## config.mk

```make
export PLATFORM = sky130hd
export DESIGN_NAME = baccarat_fsm
export DESIGN_NICKNAME = d
export VERILOG_FILES = /design/src/rtl/baccarat_pkg.sv /design/src/rtl/baccarat_fsm_banker_draw.sv /design/src/rtl/baccarat_fsm.sv
export SDC_FILE = /design/constraint.sdc
export NUM_CORES = 1
export LEC_CHECK = 0
export ABC_AREA = 1
export CORE_UTILIZATION = 37
export DETAILED_ROUTE_END_ITERATION = 10
export PLACE_DENSITY = 0.74
export REMOVE_ABC_BUFFERS = 1
export SETUP_SLACK_MARGIN = 0.3
export SLEW_MARGIN = 20
export SYNTH_ARGS = -nofsm -noshare
export SYNTH_HDL_FRONTEND = slang
export SYNTH_SLANG_ARGS = --single-unit
```

## constraint.sdc

```tcl
create_clock -name slow_clock -period 1.31 [get_ports slow_clock]
set_input_delay 0.393 -clock slow_clock [delete_from_list [all_inputs] [get_ports slow_clock]]
set_output_delay 0.393 -clock slow_clock [all_outputs]
set_load 0.01 [all_outputs]
```

## src/rtl/baccarat_pkg.sv

```systemverilog
// Shared types and helpers for the baccarat controller and its datapath.
// card_value is also meant for the scorehand blocks so both agree on face cards.
package baccarat_pkg;

    typedef enum logic [3:0] {
        RST,
        DEAL_P1,
        DEAL_D1,
        DEAL_P2,
        DEAL_D2,
        CHECK_NAT,
        DEAL_P3,
        BANKER_CHK,
        DEAL_D3,
        RESULT,
        DONE
    } state_t;

    localparam logic [3:0] CARD_EMPTY = 4'd0;
    localparam logic [3:0] FACE_MIN   = 4'd10;

    // One bit per card register, in deal order.
    typedef struct packed {
        logic p1;
        logic d1;
        logic p2;
        logic d2;
        logic p3;
        logic d3;
    } load_t;

    localparam load_t LOAD_NONE = '0;

    // Baccarat point value of a raw card code: tens and faces count zero.
    function automatic logic [3:0] card_value(input logic [3:0] card);
        if (card == CARD_EMPTY || card >= FACE_MIN) begin
            return 4'd0;
        end
        return card;
    endfunction

endpackage

```

## src/rtl/baccarat_fsm_banker_draw.sv

```systemverilog
// Banker third-card table: decides whether the dealer draws, given its
// two-card total and the point value of the player's third card.
module banker_draw (
    input  logic [3:0] dscore,
    input  logic [3:0] v,
    output logic       draw
);

    logic v_2_to_7;
    logic v_4_to_7;
    logic v_6_to_7;

    assign v_2_to_7 = (v >= 4'd2) && (v <= 4'd7);
    assign v_4_to_7 = (v >= 4'd4) && (v <= 4'd7);
    assign v_6_to_7 = (v >= 4'd6) && (v <= 4'd7);

    always_comb begin
        // NOTE: every path assigns draw; the default first keeps this purely
        // combinational instead of inferring a latch.
        draw = 1'b0;
        case (dscore)
            4'd0, 4'd1, 4'd2: draw = 1'b1;
            4'd3:             draw = (v != 4'd8);
            4'd4:             draw = v_2_to_7;
            4'd5:             draw = v_4_to_7;
            4'd6:             draw = v_6_to_7;
            default:          draw = 1'b0;
        endcase
    end

endmodule

```

## src/rtl/baccarat_fsm.sv

```systemverilog
// Baccarat sequencing controller: deals cards via one-cycle load strobes,
// applies the third-card rules and latches the result onto the win lights.
module baccarat_fsm
    import baccarat_pkg::*;
#(
    parameter logic [3:0] NATURAL_MIN     = 4'd8,
    parameter logic [3:0] PLAYER_DRAW_MAX = 4'd5
) (
    input  logic       slow_clock,
    input  logic       reset,
    input  logic [3:0] pscore,
    input  logic [3:0] dscore,
    input  logic [3:0] pcard3,
    output logic       load_pcard1,
    output logic       load_pcard2,
    output logic       load_pcard3,
    output logic       load_dcard1,
    output logic       load_dcard2,
    output logic       load_dcard3,
    output logic       player_win_light,
    output logic       dealer_win_light
);

    state_t     state;
    state_t     state_next;
    load_t      loads;
    logic [3:0] pcard3_value;
    logic       banker_draws;
    logic       is_natural;
    logic       player_draws;
    logic       player_ahead;
    logic       dealer_ahead;

    assign pcard3_value = card_value(pcard3);
    assign is_natural   = (pscore >= NATURAL_MIN) || (dscore >= NATURAL_MIN);
    assign player_draws = (pscore <= PLAYER_DRAW_MAX);
    assign player_ahead = (pscore > dscore);
    assign dealer_ahead = (dscore > pscore);

    banker_draw u_banker_draw (
        .dscore (dscore),
        .v      (pcard3_value),
        .draw   (banker_draws)
    );

    always_ff @(posedge slow_clock) begin
        // NOTE: non-blocking assignments so every register samples the
        // pre-edge values, independent of statement order.
        if (reset) begin
            state            <= RST;
            player_win_light <= 1'b0;
            dealer_win_light <= 1'b0;
        end else begin
            state <= state_next;
            // A tie falls out naturally: neither side is ahead, both lights set.
            if (state == RESULT) begin
                player_win_light <= !dealer_ahead;
                dealer_win_light <= !player_ahead;
            end
        end
    end

    always_comb begin
        state_next = state;
        loads      = LOAD_NONE;
        case (state)
            RST: begin
                state_next = DEAL_P1;
            end
            DEAL_P1: begin
                loads.p1   = 1'b1;
                state_next = DEAL_D1;
            end
            DEAL_D1: begin
                loads.d1   = 1'b1;
                state_next = DEAL_P2;
            end
            DEAL_P2: begin
                loads.p2   = 1'b1;
                state_next = DEAL_D2;
            end
            DEAL_D2: begin
                loads.d2   = 1'b1;
                state_next = CHECK_NAT;
            end
            CHECK_NAT: begin
                // Player standing on 6-7 leaves the banker on the simple rule.
                if (is_natural) begin
                    state_next = RESULT;
                end else if (player_draws) begin
                    state_next = DEAL_P3;
                end else if (dscore <= PLAYER_DRAW_MAX) begin
                    state_next = DEAL_D3;
                end else begin
                    state_next = RESULT;
                end
            end
            DEAL_P3: begin
                loads.p3   = 1'b1;
                state_next = BANKER_CHK;
            end
            BANKER_CHK: begin
                state_next = banker_draws ? DEAL_D3 : RESULT;
            end
            DEAL_D3: begin
                loads.d3   = 1'b1;
                state_next = RESULT;
            end
            RESULT: begin
                state_next = DONE;
            end
            DONE: begin
                state_next = DONE;
            end
            default: begin
                state_next = RST;
            end
        endcase
    end

    assign load_pcard1 = loads.p1;
    assign load_dcard1 = loads.d1;
    assign load_pcard2 = loads.p2;
    assign load_dcard2 = loads.d2;
    assign load_pcard3 = loads.p3;
    assign load_dcard3 = loads.d3;

endmodule
```

======== Yosys cells after proc, flatten, opt, wreduce, memory -nomap -nowiden ========
Cells that the tools add are included.
storage, ports and cells
  bits in writable memories ............... 0
  memory bits (read-only) ................. 0
  flip-flop bits (word level) ............. 6
  logic and storage cells ................. 58
  latch bits .............................. 0
  output and inout port bits .............. 8
  memories kept ........................... 0
  input port bits ......................... 14
operators by class
  reductions and logical operators ........ 12
  eq/ne operators ......................... 17
  divide/modulo/power cells ............... 0
  $mul .................................... 0
  $lt $le $gt $ge ......................... 11
  bitwise operators ....................... 0
  shift operators ......................... 0
  $add $sub $neg .......................... 0
  mux-type cells .......................... 15
operators by type and width
  kind                                                 number
  case mux 4 bit (10 select lines)                     1
  == test 4 x 3 -> 1 bit, second input constant        7
  == test 4 x 2 -> 1 bit, second input constant        4
  two-way mux 4 bit                                    4
  == test 4 bit, second input constant                 3
  >= comparator 4 bit, second input constant           3
  <= comparator 4 x 3 -> 1 bit, second input constant  3
  logical NOT 4 bit                                    3
  two-way mux 1 bit                                    9
  == test 4 x 1 -> 1 bit, second input constant        2
  >= comparator 4 x 3 -> 1 bit, second input constant  2
  > comparator 4 bit                                   2
  case mux 1 bit (5 select lines)                      1
  >= comparator 4 x 2 -> 1 bit, second input constant  1
  inequality test 4 bit, second input constant         1
  logical AND 1 bit                                    3
  OR reduction 3 bit                                   1
  logical NOT 1 bit                                    2
  logical OR 1 bit                                     2
  OR reduction 2 bit                                   1

======== Longest topological paths before layout ========
Gate-level depths: netlist (run 1).
  word-level depth ........................ 9
  gate-level depth with buffers ........... 8
  depth with buffers taken out ............ 8

======== Hierarchy ========
Synthesis (run 1) repeated with hierarchy kept, for this count alone.
unflattened totals
  cells, all modules ...................... 106
  area total of the unflattened synthesis .. 583.1 um^2
by module, submodules not included
  module        seq. area each (um^2)  cells each  times used  area each (um^2)
  baccarat_fsm  120.1                  90          1           513.0
  banker_draw   0.0                    16          1           70.1

======== Least setup slack after synthesis (run 1) ========
OpenSTA, ideal clock, no wires.
  path type ............................... input to register
  start ................................... input pscore[1]
  end ..................................... register player_win_light
  data required time ...................... 1.197 ns
  path buffers ............................ 0
  arrival ................................. 1.133 ns
  library setup time ...................... 0.113 ns
  cell stages on the path ................. 7
  path slack .............................. 0.064 ns
  cell sequence ........................... inv_1 -> ha_1 -> a21oi_1 -> o21ai_0 -> nand2_1 -> o21ai_1 -> inv_1
between the ends
  word-level cells in the longest chain between the ends .. 2
RTL lines
  element               RTL line            source
  from (decl)           baccarat_fsm.sv:11  input logic [3:0] pscore,
  > comparator 4 bit    baccarat_fsm.sv:38  assign dealer_ahead = (dscore > pscore);
  logical NOT 1 bit     baccarat_fsm.sv:57  player_win_light <= !dealer_ahead;
  to (signal assigned)  baccarat_fsm.sv:57
  to (decl)             baccarat_fsm.sv:20  output logic player_win_light,
No other way between the ends.
A chain may end at the register's enable or synchronous reset.

======== Final worst setup path (run 1) ========
  start ................................... register state[1]
  end ..................................... output load_pcard1
between the ends
  word-level cells in the longest chain between the ends .. 2
RTL lines
  element                 RTL line            source
  from (decl)             baccarat_fsm.sv:24  state_t state;
  from (signal assigned)  baccarat_fsm.sv:54  state <= state_next;
  == test 4 x 1 -> 1 bit  baccarat_fsm.sv:66  case (state)
  two-way mux 1 bit       baccarat_fsm.sv:66
  to (decl)               baccarat_fsm.sv:14  output logic load_pcard1,
No other way between the ends.

==> results of run 1 <==
-- layer usage --
metal  vias to the layer above  share of wire, %
met5                         -                 0
met4                         0               2.7
li1                        373                 -
met1                       323                42
met3                         4               4.9
met2                        17                51
-- final timing paths --
check / end / slack (ns) / cells after the start
setup / recovery: load_pcard1 / -0.11 / 6
hold / removal: dealer_win_light / 0.50 / 2
setup reg to reg: state[0] / -0.09 / 10
hold reg to reg: dealer_win_light / 0.50 / 2
-- registers in the layout, summed over array words and instances, names as in the netlist --
signal,cells
state,4
player_win_light,1
dealer_win_light,1
-- cells in the final DEF, fill, tap and decap left out, types with 2 or more instances in the layout --
cell             count
inv_2                5
nand4_1              2
nand3_1              2
nor2_1              11
dfxtp_2              4
clkdlybuf4s15_2      2
o21ai_1              2
inv_1               14
buf_6                5
clkdlybuf4s50_1      5
nand3_2              2
nand2_2              6
clkbuf_4             3
ha_4                 2
inv_4                3
clkdlybuf4s15_1      3
buf_4               17
dlygate4sd2_1        3
dfxtp_4              2
nor2_4               3
a21oi_1              3
buf_2                5
nand2_1             19
a21oi_2              3
-- worst reg2reg max path, cell delays in order (launching register included) --
cell and delay, ns:
dfxtp_2 0.34, inv_2 0.09, nand2_2 0.07, buf_4 0.13, buf_4 0.12, buf_6 0.12
nor2_4 0.14, nand3_2 0.09, nand2_1 0.07, inv_1 0.04, a21oi_2 0.12
-- Yosys cell counts, drive strengths merged --
cell,n
a21oi,6
a31oi,1
dfxtp,6
ha,4
inv,22
nand2,26
nand3,4
nand4,2
nor2,15
o21ai,5
o22ai,1
-- per-stage QoR --
| step | hold slack [ns] | worst slack [ns] | power [mW] |
|---|---|---|---|
| global route | 0.524 | -0.173 | 0.913 |
| floorplan | 0.455 | 0.0640 | 0.392 |
| global placement | 0.488 | -0.455 | 0.565 |
| finish | 0.499 | -0.109 | 0.852 |
| detailed placement | 0.478 | -0.498 | 0.570 |
| CTS | 0.492 | -0.0823 | 0.802 |
-- logic make-up after synthesis --
family | count (synthesis) | synth area share [%]
AOI/OAI and AO/OA | 13 | 15.5
adders and majority gates | 4 | 9.41
DFF | 6 | 22.6
buffers and inverters | 22 | 15.5
and+or+nand+nor | 47 | 36.9
-- where the power goes --
part,switching [mW],internal [mW]
logic,0.224,0.219
clock network,0.0702,0.104
registers,0.0274,0.208
total,0.322,0.531
-- repair_timing --
| item | CTS | global route |
|---|---|---|
| buffers inserted | 2 | 2 |
| setup endpoints to repair | 14 | 14 |
| pin swaps | 11 | 6 |
| hold buffers | 0 | 0 |
| resized for setup | 81 | 12 |
-- final cells by class --
type | instances | area [µm²]
multi-input cells | 64 | 422
repair buffers | 40 | 338
fillers | 93 | 294
flip-flops and latches | 6 | 133
inverters | 22 | 90.1
clock buffers | 3 | 22.5
well taps | 15 | 18.8
==> metrics, run 1 <==
met2 GRT Util=between 30% and 40%; worst hold path type=reg2reg; Pleak=a little over 0.5 nW; most area-hungry cell type in the Yosys netlist=dfxtp_1; Top delay family on crit path=flip-flops; drt drc=0; Avg WL per Cell=roughly 11 µm; Boundary Pins=22; Die Area=~1600 µm²; First DRT Iteration DRCs=15; worst setup path class=reg2out; final net count=around 160; Netlist cell types=17; Pins Over Slew Limit=0; clk buf depth=2; RSZ-0062 raised after global routing=yes; Die Wd=~40 µm; Syn Area/Cell=a little under 6 µm²; vias in the first global route=610; Port Buffers=21; status=finished, violations left; met3 Usage GRT=between 10% and 20%; Worst Tran Pin Value=0.290 ns; Starting Density=a little over 40%; Via density=approximately 4.8; Antenna Violating Nets Remaining=0; H-tree levels=1; final worst-path cycle share=108%; met1 Track Usage GR=28.2%; worst-path cell chain=inv_2, nand2_2, inv_2, nand3_2, inv_1, buf_2; sequential area share after synthesis=between 20% and 30%; Pre-antenna DRT Iters=4; first-pass GRT wire length=about 2.6 mm; Core ar.=about 1300 µm²; final hold vios=0; Area Growth Syn to Fin=92.5%; FP Rows=13; Die Ht=between 30 and 40 µm; routed vias=about 720; CTS tree=built; Synth Register Bits=6; share of the synthesized area in the top cell type=22.6%; final setup violation count=9; HPWL after DPL=1.10 mm; Clock Sinks=6; failing checks=negative setup slack; Max-cap violations=0; CTS Buf Count=3; Period minus WS final=between 1 and 1.5 ns; Final TNS setup=-0.491 ns; final cell count without fillers=150; worst setup path start=state[1]; layout cell share with drive strength beyond 1=between 50 and 60%; Synth Instances=between 90 and 100; critical path peak fanout=4; antenna violations before repair=0; required time of the worst setup path=0.92 ns; synth warn=0; headroom to the max-slew limit=around 81%; gpl congestion=0.824; Worst path most repeated cell=inv_2; gr usage total=between 20% and 30%; CP max-delay cell=dfxtp_2; Fmax=around 700 MHz; PD cells=833 nW/µm²; slowest stage delay, CP=approximately 0.34 ns; Placed Cells incl. Taps=between 100 and 150; Root Driver=clkbuf_4; hold path start=dealer_win_light; fin worst setup slack=-0.109 ns; layer with the highest usage=met2; ANT cells=0; Critical Path Start Type=flop; worst-case clock skew=0.000500 ns; Synth Cell Area=about 530 µm²; CP endpoint kind=primary output; largest net degree at the start of global routing=7; final instance area=just over 1000 µm²; WP buf/inv=4; DRT Wirelength=1.69 mm; placement-stage cell area=873 µm²; Worst VDD drop=around 0.56 mV; CTS clk-pin slew, worst paths=about 0.040 ns; final core occ=between 70% and 80%; RR Startpoint=state[1]; Clock Latency Late Sink=between 0.2 and 0.3 ns; Data arrival, critical path=1.03 ns; grt ovf=0; top post-synthesis cells by area=dfxtp_1 (23%), nand2_1 (18%), inv_1 (15%)
Note: power is estimated with default switching activity, not from simulation.
==> inputs of run 2 (changes only) <==
- CORE_UTILIZATION: 37 -> 38
- PLACE_DENSITY: 0.74 -> 0.73
- SYNTH_HIERARCHICAL: unset -> 1
==> metrics, run 2 <==
Antenna Violating Nets Remaining=0 (unchanged); First DRT Iteration DRCs=11 (-4); final hold vios=0 (unchanged); Root Driver=clkbuf_4; drt drc=0 (unchanged); most area-hungry cell type in the Yosys netlist=dfxtp_1; Fmax=680 MHz (-3.5%); largest registers=state x4, dealer_win_light x1, player_win_light x1; Fillers=95 (+2.2%); Netlist cell types=18 (+1); leading cell type in the layout, fill and taps excluded=buf_4; Syn Area/Cell=5.50 µm² (-4.8%); PD cells=660 nW/µm² (-21%); Period minus WS final=1.47 ns (+0.0517 ns); Post-synth ARST share=0% (unchanged); CTS Buf Count=3 (unchanged); Port Buffers=21 (unchanged); CP endpoint kind=flop; Worst R2R Path Depth=9 (-1); largest net degree at the start of global routing=7 (unchanged); H-tree levels=1 (unchanged); Area Growth Syn to Fin=96.1%; FP Rows=13 (unchanged); fin worst setup slack=-0.161 ns (-0.0517 ns); Synth Cell Area=583 µm² (+9.6%); gr usage total=21.5% (-4.2 points); Post-synth top flop=dfxtp_1; gpl congestion=0.742 (-9.9%); slowest stage delay, CP=0.26 ns (-0.08 ns); Pleak=0.595 nW (+16%); CP max-delay cell=or2_4; first-pass GRT wire length=2.38 mm (-7.2%); Clock Sinks=6 (unchanged); number of synthesized flops with an enable pin=0 (unchanged); Final TNS setup=-0.885 ns (-0.393 ns); Pins Over Slew Limit=0 (unchanged); Max-cap violations=0 (unchanged); Worst VDD drop=0.658 mV (+18%); worst-path cell chain=buf_6, or2_4, nor2_4, o21ai_1, inv_1, inv_1, nand2_1, nand2_1, nand2_1, nand2_1, a21oi_2, nor2_1, nor2_1, a21oi_1; Largest register FFs=4 (unchanged); Die Area=1690 µm² (+6.4%); Core ar.=1370 µm² (+3.7%); final setup violation count=7 (-2); total power=755 µW (-11%); HPWL after DPL=1.19 mm (+8.5%); final net count=174 (+12%); Hold-fix buffers, CTS=0 (unchanged); Synth top cells by count=nand2_1 (25), inv_1 (24), nor2_1 (20), a21oi_1 (6), dfxtp_1 (6); worst-case clock skew=0.00726 ns (+0.00676 ns); Pre-antenna DRT Iters=4 (unchanged); status=finished, violations left; critical path peak fanout=3 (-1); count leader, synth=nand2_1; antenna violations before repair=0 (unchanged); clk buf depth=2 (unchanged); headroom to the max-slew limit=83.6% (+3.0 points); Die Ht=41.2 µm (+3.2%); synth warn=6 (+6); Synth Instances=106 (+15%); DRT Wirelength=1.88 mm (+11%); final worst-path cycle share=112% (+3.9 points); Synth Register Bits=6 (unchanged); Die Wd=41.2 µm (+3.2%); Starting Density=42.7% (+2.3 points); Data arrival, critical path=1.62 ns (+0.59 ns); failing checks=negative setup slack; RSZ-0062 raised after global routing=yes; most frequent cells in the layout=buf_4 (18), nand2_1 (16), inv_1 (15), nor2_1 (15), buf_6 (14); Worst Tran Pin Value=0.244 ns (-0.0461 ns); Via density=4.64 (-2.8%); worst hold path type=reg2reg; Clock Latency Late Sink=0.26 ns (about the same); sequential area share after synthesis=20.6% (-2.0 points); Worst path most repeated cell=nand2_1; ANT cells=0 (unchanged); routed vias=785 (+9.5%); Avg WL per Cell=11.1 µm (-1.0%); Critical Path Start Type=input port; layout cell share with drive strength beyond 1=60.4% (+10 points); CTS clk-pin slew, worst paths=0.05 ns (about the same); worst setup path class=in2reg; share of the synthesized area in the top cell type=20.6% (-2.0 points); grt ovf=0 (unchanged); hold depth=2 (unchanged); top post-synthesis cells by area=dfxtp_1 (21%), nand2_1 (16%), inv_1 (15%); vias in the first global route=634 (+3.9%); required time of the worst setup path=1.46 ns (+0.54 ns); CTS tree=built; register name with the most flops=state; Boundary Pins=22 (unchanged)
## run 2: cells by family after synthesis
| family | Yosys count | share of synthesized area (%) |
|---|---|---|
| simple gates | 57 | 41.6 |
| fa+ha+maj | 4 | 8.58 |
| buf+inv | 26 | 16.7 |
| compound gates | 13 | 12.4 |
| flops | 6 | 20.6 |
## run 2: final cells by class
class / count / area, µm² / share of cell area [%]
tap: 15 / 18.8 / 1.64
clock buffer: 3 / 22.5 / 1.97
sequential: 6 / 135 / 11.8
multi-input combinational: 74 / 497 / 43.4
inverter: 26 / 100 / 8.75
timing repair buffer: 45 / 370 / 32.4
## run 2: report_power, final
part | total, mW | switching (mW) | internal (mW) | leakage [nW]
sequential | 0.218 | 0.0221 | 0.195 | 0.0524
combinational | 0.352 | 0.168 | 0.184 | 0.529
clock | 0.186 | 0.0811 | 0.105 | 0.0138
## run 2: path summary, 6_finish.rpt
path	startpoint	to	slack [ns]
hold reg to reg	dealer_win_light	dealer_win_light	0.50
setup / recovery	pcard3[1]	state[0]	-0.16
setup reg to reg	state[1]	state[2]	0.19
hold / removal	dealer_win_light	dealer_win_light	0.50
## run 2: metal layers
layer	vias up	part of all wire, %	track usage [%]
li1	418	-	-
met1	347	45	24.7
met2	16	49	38.7
met3	4	3.0	4.89
met4	0	2.7	7.26
met5	-	0	0
## run 2: critical path, delay by kind of cell
family                 cells  cell delay (ns)
buffers and inverters      3             0.26
AND/OR/NAND/NOR            8             0.73
AO/OA/AOI/OAI              3             0.22
## run 2: through the flow
stage | instance area, µm² | utilization, % | worst slack [ns] | hold WS (ns) | std cells
after floorplan | 583 | - | -0.235 | 0.462 | 106
after global placement | 917 | 67.1 | -0.688 | 0.464 | 156
after global routing | 1140 | 83.7 | -0.289 | 0.534 | 169
after detailed placement | 917 | 67.1 | -0.739 | 0.470 | 156
final | 1140 | 83.7 | -0.161 | 0.499 | 169
after CTS | 1010 | 73.7 | -0.141 | 0.485 | 166
## run 2: what timing repair did
action / in CTS / in global routing
pin swaps: 24 / 24
resized for setup: 84 / 54
buffers inserted: 7 / 3
endpoints found under the setup margin: 14 / 14
